File: config.mk
export PLATFORM = sky130hd
export DESIGN_NAME = fp_addsub_pipe_flat
export DESIGN_NICKNAME = d
export VERILOG_FILES = /design/src/rtl/fp_pkg.sv /design/src/rtl/fp_addsub_pipe_if.sv /design/src/rtl/fp_lzc.sv /design/src/rtl/fp_addsub_pipe.sv /design/src/flat_wrapper.sv
export SDC_FILE = /design/constraint.sdc
export NUM_CORES = 1
export LEC_CHECK = 0
export CORE_MARGIN = 4
export CORE_UTILIZATION = 40
export DETAILED_ROUTE_END_ITERATION = 8
export PLACE_DENSITY = 0.58
export SYNTH_ARGS = -nofsm -noshare
export SYNTH_HDL_FRONTEND = slang
export SYNTH_SLANG_ARGS = --single-unit
File: constraint.sdc
create_clock -name clk -period 5.9 [get_ports clk]
set_input_delay 1.18 -clock clk [delete_from_list [all_inputs] [get_ports clk]]
set_output_delay 1.18 -clock clk [all_outputs]
set_load 0.005 [all_outputs]
File: src/rtl/fp_pkg.sv
`default_nettype none
// +----------------------------------------------------------------------+
// | fp_pkg                                                               |
// | Shared constants and helpers for the pipelined float add/sub block.  |
// | Revision: 1.0                                                        |
// +----------------------------------------------------------------------+
package fp_pkg;

    localparam int FLG_INVALID = 3;
    localparam int FLG_OVF     = 2;
    localparam int FLG_UNF     = 1;
    localparam int FLG_INEXACT = 0;
    localparam int FLAGS_W     = 4;

    localparam int GRS_W       = 3;
    localparam int MAX_WORD_W  = 64;
    localparam int DEF_EXP_W   = 8;
    localparam int DEF_MAN_W   = 23;
    localparam int DEF_WORD_W  = 1 + DEF_EXP_W + DEF_MAN_W;

    function automatic int word_w(input int exp_w, input int man_w);
        return 1 + exp_w + man_w;
    endfunction

    // Canonical quiet NaN: sign 0, exponent all-ones, only the fraction MSB set.
    function automatic logic [MAX_WORD_W-1:0] fp_qnan(input int exp_w, input int man_w);
        logic [MAX_WORD_W-1:0] q;
        q = '0;
        for (int i = 0; i < exp_w; i++) begin
            q[man_w+i] = 1'b1;
        end
        q[man_w-1] = 1'b1;
        return q;
    endfunction

endpackage
`default_nettype wire

File: src/rtl/fp_addsub_pipe_if.sv
`default_nettype none
// +----------------------------------------------------------------------+
// | fp_addsub_pipe_if                                                    |
// | Operand issue / result writeback handshake bundle.                   |
// | Revision: 1.0                                                        |
// +----------------------------------------------------------------------+
interface fp_addsub_pipe_if
    import fp_pkg::*;
#(
    parameter int EXP_W = 8,
    parameter int MAN_W = 23
);
    localparam int c_w = 1 + EXP_W + MAN_W;

    logic               in_valid;
    logic               in_ready;
    logic [c_w-1:0]     a;
    logic [c_w-1:0]     b;
    logic               sub;
    logic               out_valid;
    logic               out_ready;
    logic [c_w-1:0]     result;
    logic [FLAGS_W-1:0] flags;

    modport master (
        output in_valid, a, b, sub, out_ready,
        input  in_ready, out_valid, result, flags
    );

    modport slave (
        input  in_valid, a, b, sub, out_ready,
        output in_ready, out_valid, result, flags
    );

endinterface
`default_nettype wire

File: src/rtl/fp_lzc.sv
`default_nettype none
// +----------------------------------------------------------------------+
// | fp_lzc                                                               |
// | Combinational leading-zero counter; all-zero input returns N.        |
// | Revision: 1.0                                                        |
// +----------------------------------------------------------------------+
module fp_lzc
    import fp_pkg::*;
#(
    parameter int N = 28
) (
    input  logic [N-1:0]               i_data,
    output logic [$clog2(N+1)-1:0]     o_count
);
    localparam int c_cw = $clog2(N + 1);

    // Later (higher) hits override earlier ones, so the MSB-most one wins.
    always_comb begin
        o_count = c_cw'(N);
        for (int i = 0; i < N; i++) begin
            if (i_data[i]) begin
                o_count = c_cw'(N - 1 - i);
            end
        end
    end

endmodule
`default_nettype wire

File: src/rtl/fp_addsub_pipe.sv
`default_nettype none
// +----------------------------------------------------------------------+
// | fp_addsub_pipe                                                       |
// | 3-stage float adder/subtractor: align, add+LZC, normalise/round/pack.|
// | Revision: 1.0                                                        |
// +----------------------------------------------------------------------+
module fp_addsub_pipe
    import fp_pkg::*;
#(
    parameter int EXP_W = 8,
    parameter int MAN_W = 23
) (
    input  logic            clk,
    input  logic            rst_n,
    fp_addsub_pipe_if.slave bus
);
    localparam int c_w     = word_w(EXP_W, MAN_W);
    localparam int c_mw    = MAN_W + 1 + GRS_W;
    localparam int c_sw    = c_mw + 1;
    localparam int c_lw    = $clog2(c_sw + 1);
    localparam int c_xw    = ((EXP_W > c_lw) ? EXP_W : c_lw) + 2;
    localparam int c_shmax = MAN_W + 3;
    localparam logic [EXP_W-1:0] c_emax = '1;
    localparam logic [c_mw-1:0]  c_ones = '1;
    localparam logic [c_w-1:0]   c_qnan = c_w'(fp_qnan(EXP_W, MAN_W));

    logic w_en;
    assign w_en         = ~bus.out_valid | bus.out_ready;
    assign bus.in_ready = w_en;

    // ---------------- S1: unpack, specials, swap, align ----------------
    logic             w_sa, w_sb;
    logic [EXP_W-1:0] w_ea, w_eb;
    logic [MAN_W-1:0] w_fa, w_fb, w_fa_z, w_fb_z;
    logic             w_a_nan, w_b_nan, w_a_inf, w_b_inf, w_spec, w_swap;
    assign w_sa    = bus.a[c_w-1];
    assign w_sb    = bus.b[c_w-1] ^ bus.sub;
    assign w_ea    = bus.a[c_w-2:MAN_W];
    assign w_eb    = bus.b[c_w-2:MAN_W];
    assign w_fa    = bus.a[MAN_W-1:0];
    assign w_fb    = bus.b[MAN_W-1:0];
    assign w_fa_z  = (w_ea == '0) ? '0 : w_fa;
    assign w_fb_z  = (w_eb == '0) ? '0 : w_fb;
    assign w_a_nan = (w_ea == c_emax) & (|w_fa);
    assign w_b_nan = (w_eb == c_emax) & (|w_fb);
    assign w_a_inf = (w_ea == c_emax) & ~(|w_fa);
    assign w_b_inf = (w_eb == c_emax) & ~(|w_fb);
    assign w_spec  = w_a_nan | w_b_nan | w_a_inf | w_b_inf;
    assign w_swap  = {w_eb, w_fb_z} > {w_ea, w_fa_z};

    logic [c_w-1:0]     w_spec_res;
    logic [FLAGS_W-1:0] w_spec_flg;
    always_comb begin
        w_spec_res = c_qnan;
        w_spec_flg = '0;
        if (w_a_nan | w_b_nan) begin
            w_spec_res = c_qnan;
        end else if (w_a_inf & w_b_inf & (w_sa != w_sb)) begin
            w_spec_flg[FLG_INVALID] = 1'b1;
        end else if (w_a_inf) begin
            w_spec_res = {w_sa, c_emax, {MAN_W{1'b0}}};
        end else begin
            w_spec_res = {w_sb, c_emax, {MAN_W{1'b0}}};
        end
    end

    logic             w_sbig;
    logic [EXP_W-1:0] w_ebig, w_esml, w_diff;
    logic [MAN_W-1:0] w_fbig, w_fsml;
    logic [c_mw-1:0]  w_mbig, w_msml, w_shifted, w_malign;
    logic [c_lw-1:0]  w_shamt;
    logic             w_lost;
    assign w_sbig    = w_swap ? w_sb : w_sa;
    assign w_ebig    = w_swap ? w_eb : w_ea;
    assign w_esml    = w_swap ? w_ea : w_eb;
    assign w_fbig    = w_swap ? w_fb_z : w_fa_z;
    assign w_fsml    = w_swap ? w_fa_z : w_fb_z;
    assign w_mbig    = {(w_ebig != '0), w_fbig, {GRS_W{1'b0}}};
    assign w_msml    = {(w_esml != '0), w_fsml, {GRS_W{1'b0}}};
    assign w_diff    = w_ebig - w_esml;
    assign w_shamt   = (32'(w_diff) > 32'(c_shmax)) ? c_lw'(c_shmax) : c_lw'(w_diff);
    assign w_shifted = w_msml >> w_shamt;
    assign w_lost    = |(w_msml & ~(c_ones << w_shamt));
    assign w_malign  = {w_shifted[c_mw-1:1], w_shifted[0] | w_lost};

    logic               r1_valid, r1_spec, r1_sign, r1_zsign, r1_esub;
    logic [c_w-1:0]     r1_spec_res;
    logic [FLAGS_W-1:0] r1_spec_flg;
    logic [EXP_W-1:0]   r1_exp;
    logic [c_mw-1:0]    r1_mbig, r1_msml;

    always_ff @(posedge clk or negedge rst_n) begin
        if (!rst_n) begin
            r1_valid    <= 1'b0;
            r1_spec     <= 1'b0;
            r1_sign     <= 1'b0;
            r1_zsign    <= 1'b0;
            r1_esub     <= 1'b0;
            r1_spec_res <= '0;
            r1_spec_flg <= '0;
            r1_exp      <= '0;
            r1_mbig     <= '0;
            r1_msml     <= '0;
        end else if (w_en) begin
            r1_valid    <= bus.in_valid;
            r1_spec     <= w_spec;
            r1_sign     <= w_sbig;
            r1_zsign    <= w_sa & w_sb;
            r1_esub     <= w_sa ^ w_sb;
            r1_spec_res <= w_spec_res;
            r1_spec_flg <= w_spec_flg;
            r1_exp      <= w_ebig;
            r1_mbig     <= w_mbig;
            r1_msml     <= w_malign;
        end
    end

    // ---------------- S2: add/subtract, leading-zero count ----------------
    logic [c_sw-1:0] w_sum;
    logic [c_lw-1:0] w_lzc;
    assign w_sum = r1_esub ? ({1'b0, r1_mbig} - {1'b0, r1_msml})
                           : ({1'b0, r1_mbig} + {1'b0, r1_msml});

    fp_lzc #(.N(c_sw)) u_lzc (
        .i_data  (w_sum),
        .o_count (w_lzc)
    );

    logic               r2_valid, r2_spec, r2_sign, r2_zsign;
    logic [c_w-1:0]     r2_spec_res;
    logic [FLAGS_W-1:0] r2_spec_flg;
    logic [EXP_W-1:0]   r2_exp;
    logic [c_sw-1:0]    r2_sum;
    logic [c_lw-1:0]    r2_lzc;

    always_ff @(posedge clk or negedge rst_n) begin
        if (!rst_n) begin
            r2_valid    <= 1'b0;
            r2_spec     <= 1'b0;
            r2_sign     <= 1'b0;
            r2_zsign    <= 1'b0;
            r2_spec_res <= '0;
            r2_spec_flg <= '0;
            r2_exp      <= '0;
            r2_sum      <= '0;
            r2_lzc      <= '0;
        end else if (w_en) begin
            r2_valid    <= r1_valid;
            r2_spec     <= r1_spec;
            r2_sign     <= r1_sign;
            r2_zsign    <= r1_zsign;
            r2_spec_res <= r1_spec_res;
            r2_spec_flg <= r1_spec_flg;
            r2_exp      <= r1_exp;
            r2_sum      <= w_sum;
            r2_lzc      <= w_lzc;
        end
    end

    // ---------------- S3: normalise, round, pack ----------------
    // The hidden bit sits one below the carry bit, hence the shift of lzc-1.
    logic               w_carry, w_zero, w_g, w_r, w_s, w_rup, w_movf, w_inexact;
    logic [c_lw-1:0]    w_lsh;
    logic [c_mw-1:0]    w_norm;
    logic [c_xw-1:0]    w_exp_n, w_exp_f;
    logic [MAN_W:0]     w_man;
    logic [MAN_W+1:0]   w_mrnd;
    logic [MAN_W-1:0]   w_frac;
    logic               w_ovf, w_unf;
    assign w_carry   = r2_sum[c_sw-1];
    assign w_zero    = ~(|r2_sum);
    assign w_lsh     = r2_lzc - c_lw'(1);
    assign w_norm    = w_carry ? {r2_sum[c_sw-1:2], r2_sum[1] | r2_sum[0]}
                               : c_mw'(r2_sum << w_lsh);
    assign w_exp_n   = w_carry ? (c_xw'(r2_exp) + c_xw'(1))
                               : (c_xw'(r2_exp) - c_xw'(w_lsh));
    assign w_man     = w_norm[c_mw-1:GRS_W];
    assign w_g       = w_norm[2];
    assign w_r       = w_norm[1];
    assign w_s       = w_norm[0];
    assign w_rup     = w_g & (w_r | w_s | w_man[0]);
    assign w_mrnd    = {1'b0, w_man} + (MAN_W+2)'(w_rup);
    assign w_movf    = w_mrnd[MAN_W+1];
    assign w_exp_f   = w_exp_n + c_xw'(w_movf);
    assign w_frac    = w_movf ? w_mrnd[MAN_W:1] : w_mrnd[MAN_W-1:0];
    assign w_inexact = w_g | w_r | w_s;
    assign w_ovf     = $signed(w_exp_f) >= $signed(c_xw'(c_emax));
    assign w_unf     = $signed(w_exp_f) <= $signed(c_xw'(0));

    logic [c_w-1:0]     w_res;
    logic [FLAGS_W-1:0] w_flg;
    always_comb begin
        w_res = {r2_sign, w_exp_f[EXP_W-1:0], w_frac};
        w_flg = '0;
        w_flg[FLG_INEXACT] = w_inexact;
        if (r2_spec) begin
            w_res = r2_spec_res;
            w_flg = r2_spec_flg;
        end else if (w_zero) begin
            w_res = {r2_zsign, {(c_w-1){1'b0}}};
            w_flg = '0;
        end else if (w_ovf) begin
            w_res = {r2_sign, c_emax, {MAN_W{1'b0}}};
            w_flg[FLG_OVF] = 1'b1;
            w_flg[FLG_INEXACT] = 1'b1;
        end else if (w_unf) begin
            w_res = {r2_sign, {(c_w-1){1'b0}}};
            w_flg[FLG_UNF] = 1'b1;
            w_flg[FLG_INEXACT] = 1'b1;
        end
    end

    logic               r3_valid;
    logic [c_w-1:0]     r3_res;
    logic [FLAGS_W-1:0] r3_flg;

    always_ff @(posedge clk or negedge rst_n) begin
        if (!rst_n) begin
            r3_valid <= 1'b0;
            r3_res   <= '0;
            r3_flg   <= '0;
        end else if (w_en) begin
            r3_valid <= r2_valid;
            if (r2_valid) begin
                r3_res <= w_res;
                r3_flg <= w_flg;
            end
        end
    end

    assign bus.out_valid = r3_valid;
    assign bus.result    = r3_res;
    assign bus.flags     = r3_flg;

endmodule
`default_nettype wire

File: src/flat_wrapper.sv
// flat-port wrapper written by rule: the top's interface ports become plain ports
module fp_addsub_pipe_flat import fp_pkg::*;
#(
    parameter int EXP_W = 8,
    parameter int MAN_W = 23
)
  (clk, rst_n, bus_in_valid, bus_a, bus_b, bus_sub, bus_out_ready, bus_in_ready, bus_out_valid, bus_result, bus_flags);
  fp_addsub_pipe_if #(.EXP_W(EXP_W), .MAN_W(MAN_W)) bus_i ();
  input  logic clk;
  input  logic rst_n;
  input wire logic [$bits(bus_i.in_valid)-1:0] bus_in_valid;
  input wire logic [$bits(bus_i.a)-1:0] bus_a;
  input wire logic [$bits(bus_i.b)-1:0] bus_b;
  input wire logic [$bits(bus_i.sub)-1:0] bus_sub;
  input wire logic [$bits(bus_i.out_ready)-1:0] bus_out_ready;
  output wire logic [$bits(bus_i.in_ready)-1:0] bus_in_ready;
  output wire logic [$bits(bus_i.out_valid)-1:0] bus_out_valid;
  output wire logic [$bits(bus_i.result)-1:0] bus_result;
  output wire logic [$bits(bus_i.flags)-1:0] bus_flags;
  assign bus_i.in_valid = bus_in_valid;
  assign bus_i.a = bus_a;
  assign bus_i.b = bus_b;
  assign bus_i.sub = bus_sub;
  assign bus_i.out_ready = bus_out_ready;
  assign bus_in_ready = bus_i.in_ready;
  assign bus_out_valid = bus_i.out_valid;
  assign bus_result = bus_i.result;
  assign bus_flags = bus_i.flags;
  fp_addsub_pipe #(.EXP_W(EXP_W), .MAN_W(MAN_W)) u_core (.clk(clk), .rst_n(rst_n), .bus(bus_i));
endmodule
==> results_dict.tcl, run 1 <==
set metrics [dict create \
    die_h_um 204 \
    worst_slew_pin_slew_ns 0.883 \
    cts_tree "built" \
    finalCriticalPeriod_ns 6.17 \
    r2r_slack_ns 0.34 \
    ctsHoldBuffers 0 \
    gp_congestion 0.996 \
    setup-tns-final_ns -3.85 \
    dieArea_um2 41600 \
    clockBufferDepth 2 \
    grt_max_degree 90 \
    r2r_start "u_core.r2_lzc[0]" \
    p_leak_nw 9.31 \
    die_x_um 204 \
    synth_edf_count 0 \
    io_buffers 106 \
    clock-sinks 154 \
    grt_pass1_vias 16655 \
    firstDrtPassIters 5 \
    postSynthCellCount 1992 \
    grt.total_usage 0.277 \
    finalHoldViolCount 0 \
    violations "negative setup slack" \
    placedCellCount 2834 \
    numCtsBuffers 17 \
    slew_viol_final 0 \
    arrival_ns 6.51 \
    timing.final.crit_share 1.05 \
    crit_type "in2reg" \
    ys.flop_type "dfrtp_1" \
    cap_violations 0 \
    routedWlPerCell_um 20.3 \
    wl_um 58900 \
    drc 0 \
    nNetsFinal 2550 \
    row_count 71 \
    setup_viol 21 \
    synth_area_um2 15300 \
    antenna_cells 0 \
    power_mw 9.90 \
    start_util 0.406 \
    ys_ff_latch 154 \
    crit_end "u_core.r1_msml[10]" \
    area_growth_pct 39.2 \
    p_per_area_nw_per_um2 463 \
    pre_cts_slack_ns -1.28 \
    insertion_delay_ns 0.46 \
    syn-num-nets 2157 \
    post_route_cells_drive_above_1_share 0.277 \
    grt.overflow.total 0 \
    layout_common_cells "buf_4, nand2_1, nor2_1, dfrtp_1, o21ai_0" \
    final-instance-count-excl-fill 2908 \
    antenna_found_initial 0 \
    cpMostUsedCell "mux2i_1" \
    fin_util 0.566 \
    critPathMaxFanout 8 \
    r2r-end "u_core.bus.result[18]" \
    finalWorstSetupSlack_ns -0.267 \
    coreArea_um2 37800 \
    htreeDepth 4 \
    startpoint "bus_b[29]" \
    drt_iter0_drc 960 \
    critPathLaunchType "input port" \
    grt_pass1_wl_um 92100 \
    rsz0062_at_grt "true" \
    yosysSeqAreaShare 0.251 \
    cp-end-kind "flip-flop" \
    dr_total_vias 16704 \
    ys_warn_count 0 \
    cpPeakStageDelay_ns 0.36 \
    antenna_left 0 \
    ir_drop_mv 0.233 \
    dp_hpwl_um 46400 \
    via_per_inst 5.74 \
    fmax_ghz 0.162 \
    outcome "complete, but fails checks" \
    hold_path_class "reg2reg" \
    root_buffer "clkbuf_16" \
    synth_area_per_cell_um2 7.70 \
    clock_skew_ns 0.0143 \
    final_common_cell "buf_4" \
    cp.required_ns 6.24 \
    ios 107 \
    synth.distinct_cells 96 \
    crit_slowest_cell "nor4_4" \
    max-slew-margin-rel 0.412 \
    clkSlewWorstSetupHoldPaths_ns 0.07 \
    reg2reg_depth 23 \
    ys_async_sr_fraction 1.00 \
]
-- per-stage QoR --
step / hold slack, ns / cell area [um^2]
floorplan: 0.435 / 15600
global placement: 0.449 / 19400
detailed placement: 0.452 / 19400
CTS: 0.468 / 20600
global route: 0.487 / 21400
finish: 0.466 / 21400
-- worst min path at each step --
stage / slack [ns] / cells after the start / end / from
floorplan: 0.43 / 1 / u_core.r1_spec_res[30] / u_core.r1_spec_res[30]
global placement: 0.45 / 2 / u_core.r1_valid / u_core.r1_valid
detailed placement: 0.45 / 1 / u_core.r1_spec_res[30] / u_core.r1_spec_res[30]
CTS: 0.47 / 2 / u_core.r2_exp[3] / u_core.r1_exp[3]
global route: 0.49 / 1 / u_core.r1_spec_res[30] / u_core.r1_spec_res[30]
finish: 0.47 / 2 / u_core.bus.flags[3] / u_core.bus.flags[3]
-- routing by layer --
layer  routed length [um]  GRT usage
met5                    0          0
met2                28500      0.477
met4                 2150      0.108
met3                 2820     0.0324
met1                25400      0.358
-- cell usage after synthesis, drive strengths merged, types with 22 or more instances --
cell	number	share of area
and2	25	0.010
buf	41	0.014
nor4	33	0.014
nand4	22	0.0090
o211ai	26	0.013
clkbuf	68	0.017
dfrtp	154	0.25
nor2	209	0.051
nand3	70	0.023
xor2	28	0.017
nand2	323	0.079
inv	86	0.021
ha	94	0.077
mux2i	74	0.049
xnor2	39	0.022
a21oi	94	0.031
o21ai	128	0.042
nor3	47	0.016
mux2	22	0.017
a31oi	51	0.021
o22ai	23	0.010
-- power by group --
part / internal [mW] / switching, mW
clock network: 0.680 / 0.495
logic: 3.09 / 3.74
registers: 1.41 / 0.488
-- critical path, delay by kind of cell --
family,cells,cell delay (ns)
mux,4,0.71
buf+inv,4,0.58
simple gates,10,1.53
fa+ha+maj,2,0.46
xor+xnor,1,0.31
compound gates,8,1.70
-- area by class of cell --
| class | count | area (um^2) |
|---|---|---|
| clock buffer | 19 | 443 |
| clock inverter | 12 | 165 |
| fill | 3541 | 16400 |
| inverter | 88 | 334 |
| multi-input combinational | 1641 | 11800 |
| sequential | 154 | 3850 |
| tap | 511 | 639 |
| timing repair buffer | 483 | 4110 |
-- flip-flops by register name, summed over array words and instances, names as in the netlist, 3 cells and up --
register	count
u_core.r1_exp	8
u_core.r2_lzc	5
u_core.bus.flags	4
u_core.bus.result	32
u_core.r2_spec_res	3
u_core.r1_msml	27
u_core.r2_exp	8
u_core.r1_spec_res	3
u_core.r1_mbig	24
u_core.r2_sum	28
-- logic make-up after synthesis --
logic type	after synthesis	synth area share
AO/OA/AOI/OAI	532	0.237
buffers and inverters	197	0.0519
adder cells (fa/ha/maj)	96	0.0793
flip-flops	154	0.251
XOR/XNOR	67	0.0397
multiplexers	114	0.0921
AND/OR/NAND/NOR	832	0.249
-- what timing repair did --
item                       CTS  global route
setup buffers               22            28
setup endpoints to repair   37            59
gates cloned                 5             0
gates resized for setup    137           140
pin swaps                   38            36
Note: power is estimated with default switching activity, not from simulation.
==> run 2: changes to the inputs <==
--- a/config.mk
+++ b/config.mk
@@ -5,6 +5,7 @@
 export SDC_FILE = /design/constraint.sdc
 export NUM_CORES = 1
 export LEC_CHECK = 0
+export CORE_ASPECT_RATIO = 1.5
 export CORE_MARGIN = 4
 export CORE_UTILIZATION = 40
 export DETAILED_ROUTE_END_ITERATION = 8
==> results_dict.tcl, run 2 (synthesis results as in run 1) <==
set metrics [dict create \
    finalCriticalPeriod_ns 6.07 \
    dr_total_vias 16647 \
    cp.required_ns 6.20 \
    start_util 0.406 \
    worst_slew_pin_slew_ns 1.07 \
    nNetsFinal 2524 \
    dieArea_um2 41600 \
    violations "negative setup slack" \
    io_buffers 106 \
    max-slew-margin-rel 0.283 \
    htreeDepth 4 \
    cpMostUsedCell "buf_4" \
    post_route_cells_drive_above_1_share 0.261 \
    crit_slowest_cell "or3_1" \
    finalWorstSetupSlack_ns -0.171 \
    setup-tns-final_ns -1.23 \
    crit_type "in2reg" \
    critPathMaxFanout 5 \
    gp_congestion 1.01 \
    drt_iter0_drc 1038 \
    cpPeakStageDelay_ns 0.36 \
    rsz0062_at_grt "true" \
    grt_pass1_wl_um 92800 \
    grt.overflow.total 0 \
    timing.final.crit_share 1.03 \
    via_per_inst 5.82 \
    grt.total_usage 0.285 \
    drc 0 \
    dp_hpwl_um 47700 \
    p_leak_nw 9.22 \
    ir_drop_mv 0.271 \
    p_per_area_nw_per_um2 465 \
    setup_viol 16 \
    final_common_cell "buf_4" \
    largest_reg_flops 32 \
    nFillCells 3486 \
    fmax_ghz 0.165 \
    arrival_ns 6.38 \
    cap_violations 0 \
    slew_viol_final 0 \
    antenna_found_initial 0 \
    outcome "complete, but fails checks" \
    finalHoldViolCount 0 \
    clkSlewWorstSetupHoldPaths_ns 0.07 \
    fin_util 0.558 \
    routedWlPerCell_um 21.0 \
    clock_skew_ns 0.0130 \
    hold_path_class "reg2reg" \
    die_x_um 168 \
    coreArea_um2 37800 \
    pre_cts_slack_ns -1.13 \
    clockBufferDepth 2 \
    grt_max_degree 86 \
    clock-sinks 154 \
    firstDrtPassIters 5 \
    numCtsBuffers 17 \
    cts_tree "built" \
    critPathLaunchType "input port" \
    grt_pass1_vias 16970 \
    antenna_left 0 \
    ios 107 \
    insertion_delay_ns 0.45 \
    row_count 87 \
    wl_um 60200 \
    root_buffer "clkbuf_16" \
    die_h_um 248 \
    layout_common_cells "buf_4, nand2_1, nor2_1, dfrtp_1, o21ai_0" \
    cp-end-kind "flip-flop" \
    antenna_cells 0 \
    area_growth_pct 37.4 \
]
run 2: critical path: cells and delay by family:
kind            cells  cell delay (ns)
simple gates       12             1.78
buf+inv             8             1.16
xor+xnor            1             0.18
fa+ha+maj           2             0.43
mux                 1             0.10
compound gates      9             1.51
run 2: path summary, 6_finish.rpt:
check / startpoint / endpoint / slack [ns] / depth (start not counted)
setup / recovery: bus_a[30] / u_core.r1_msml[4] / -0.17 / 33
hold / removal: u_core.r1_zsign / u_core.r1_zsign / 0.47 / 2
setup reg to reg: u_core.r2_lzc[0] / u_core.bus.result[3] / 0.30 / 26
hold reg to reg: u_core.r1_zsign / u_core.r1_zsign / 0.47 / 2
max in group asynchronous: rst_n / u_core.r1_mbig[26] / 4.05 / 2
min in group asynchronous: rst_n / u_core.r2_sum[0] / 0.64 / 1
run 2: cell type report:
class                   count  area, um^2  share of cell area
well taps                 489         612              0.0290
flip-flops and latches    154        3850               0.183
clock inverters            12         209             0.00991
inverters                  88         334              0.0158
repair buffers            457        3980               0.189
clock buffers              20         447              0.0212
multi-input cells        1641       11700               0.553
run 2: metal layers:
| layer | vias to the layer above | routed length, um | track usage |
|---|---|---|---|
| li1 | 7982 | - | - |
| met1 | 7874 | 20600 | 0.272 |
| met2 | 545 | 32100 | 0.537 |
| met3 | 246 | 2020 | 0.0323 |
| met4 | 0 | 5430 | 0.242 |
| met5 | - | 0 | 0 |
run 2: power breakdown:
| part | total, mW | switching, mW | internal [mW] | leakage, nW |
|---|---|---|---|---|
| sequential | 1.84 | 0.432 | 1.41 | 1.89 |
| combinational | 6.72 | 3.74 | 2.97 | 7.01 |
| clock | 1.25 | 0.478 | 0.769 | 0.318 |
run 2: metrics by stage:
step	instances	hold WS, ns	cell area, um^2	power (mW)
floorplan	1992	0.435	15600	5.82
global placement	2792	0.448	19200	8.16
detailed placement	2792	0.452	19200	8.24
CTS	2849	0.470	20600	9.60
global route	2861	0.498	21100	10.5
finish	2861	0.468	21100	9.81
run 2: repair_timing:
action,CTS,global route
setup buffers,22,14
hold buffers,0,0
endpoints found under the setup margin,27,58
gates cloned,5,0
endpoints found under the hold margin,0,0
pin swaps,49,53
gates resized for setup,147,102
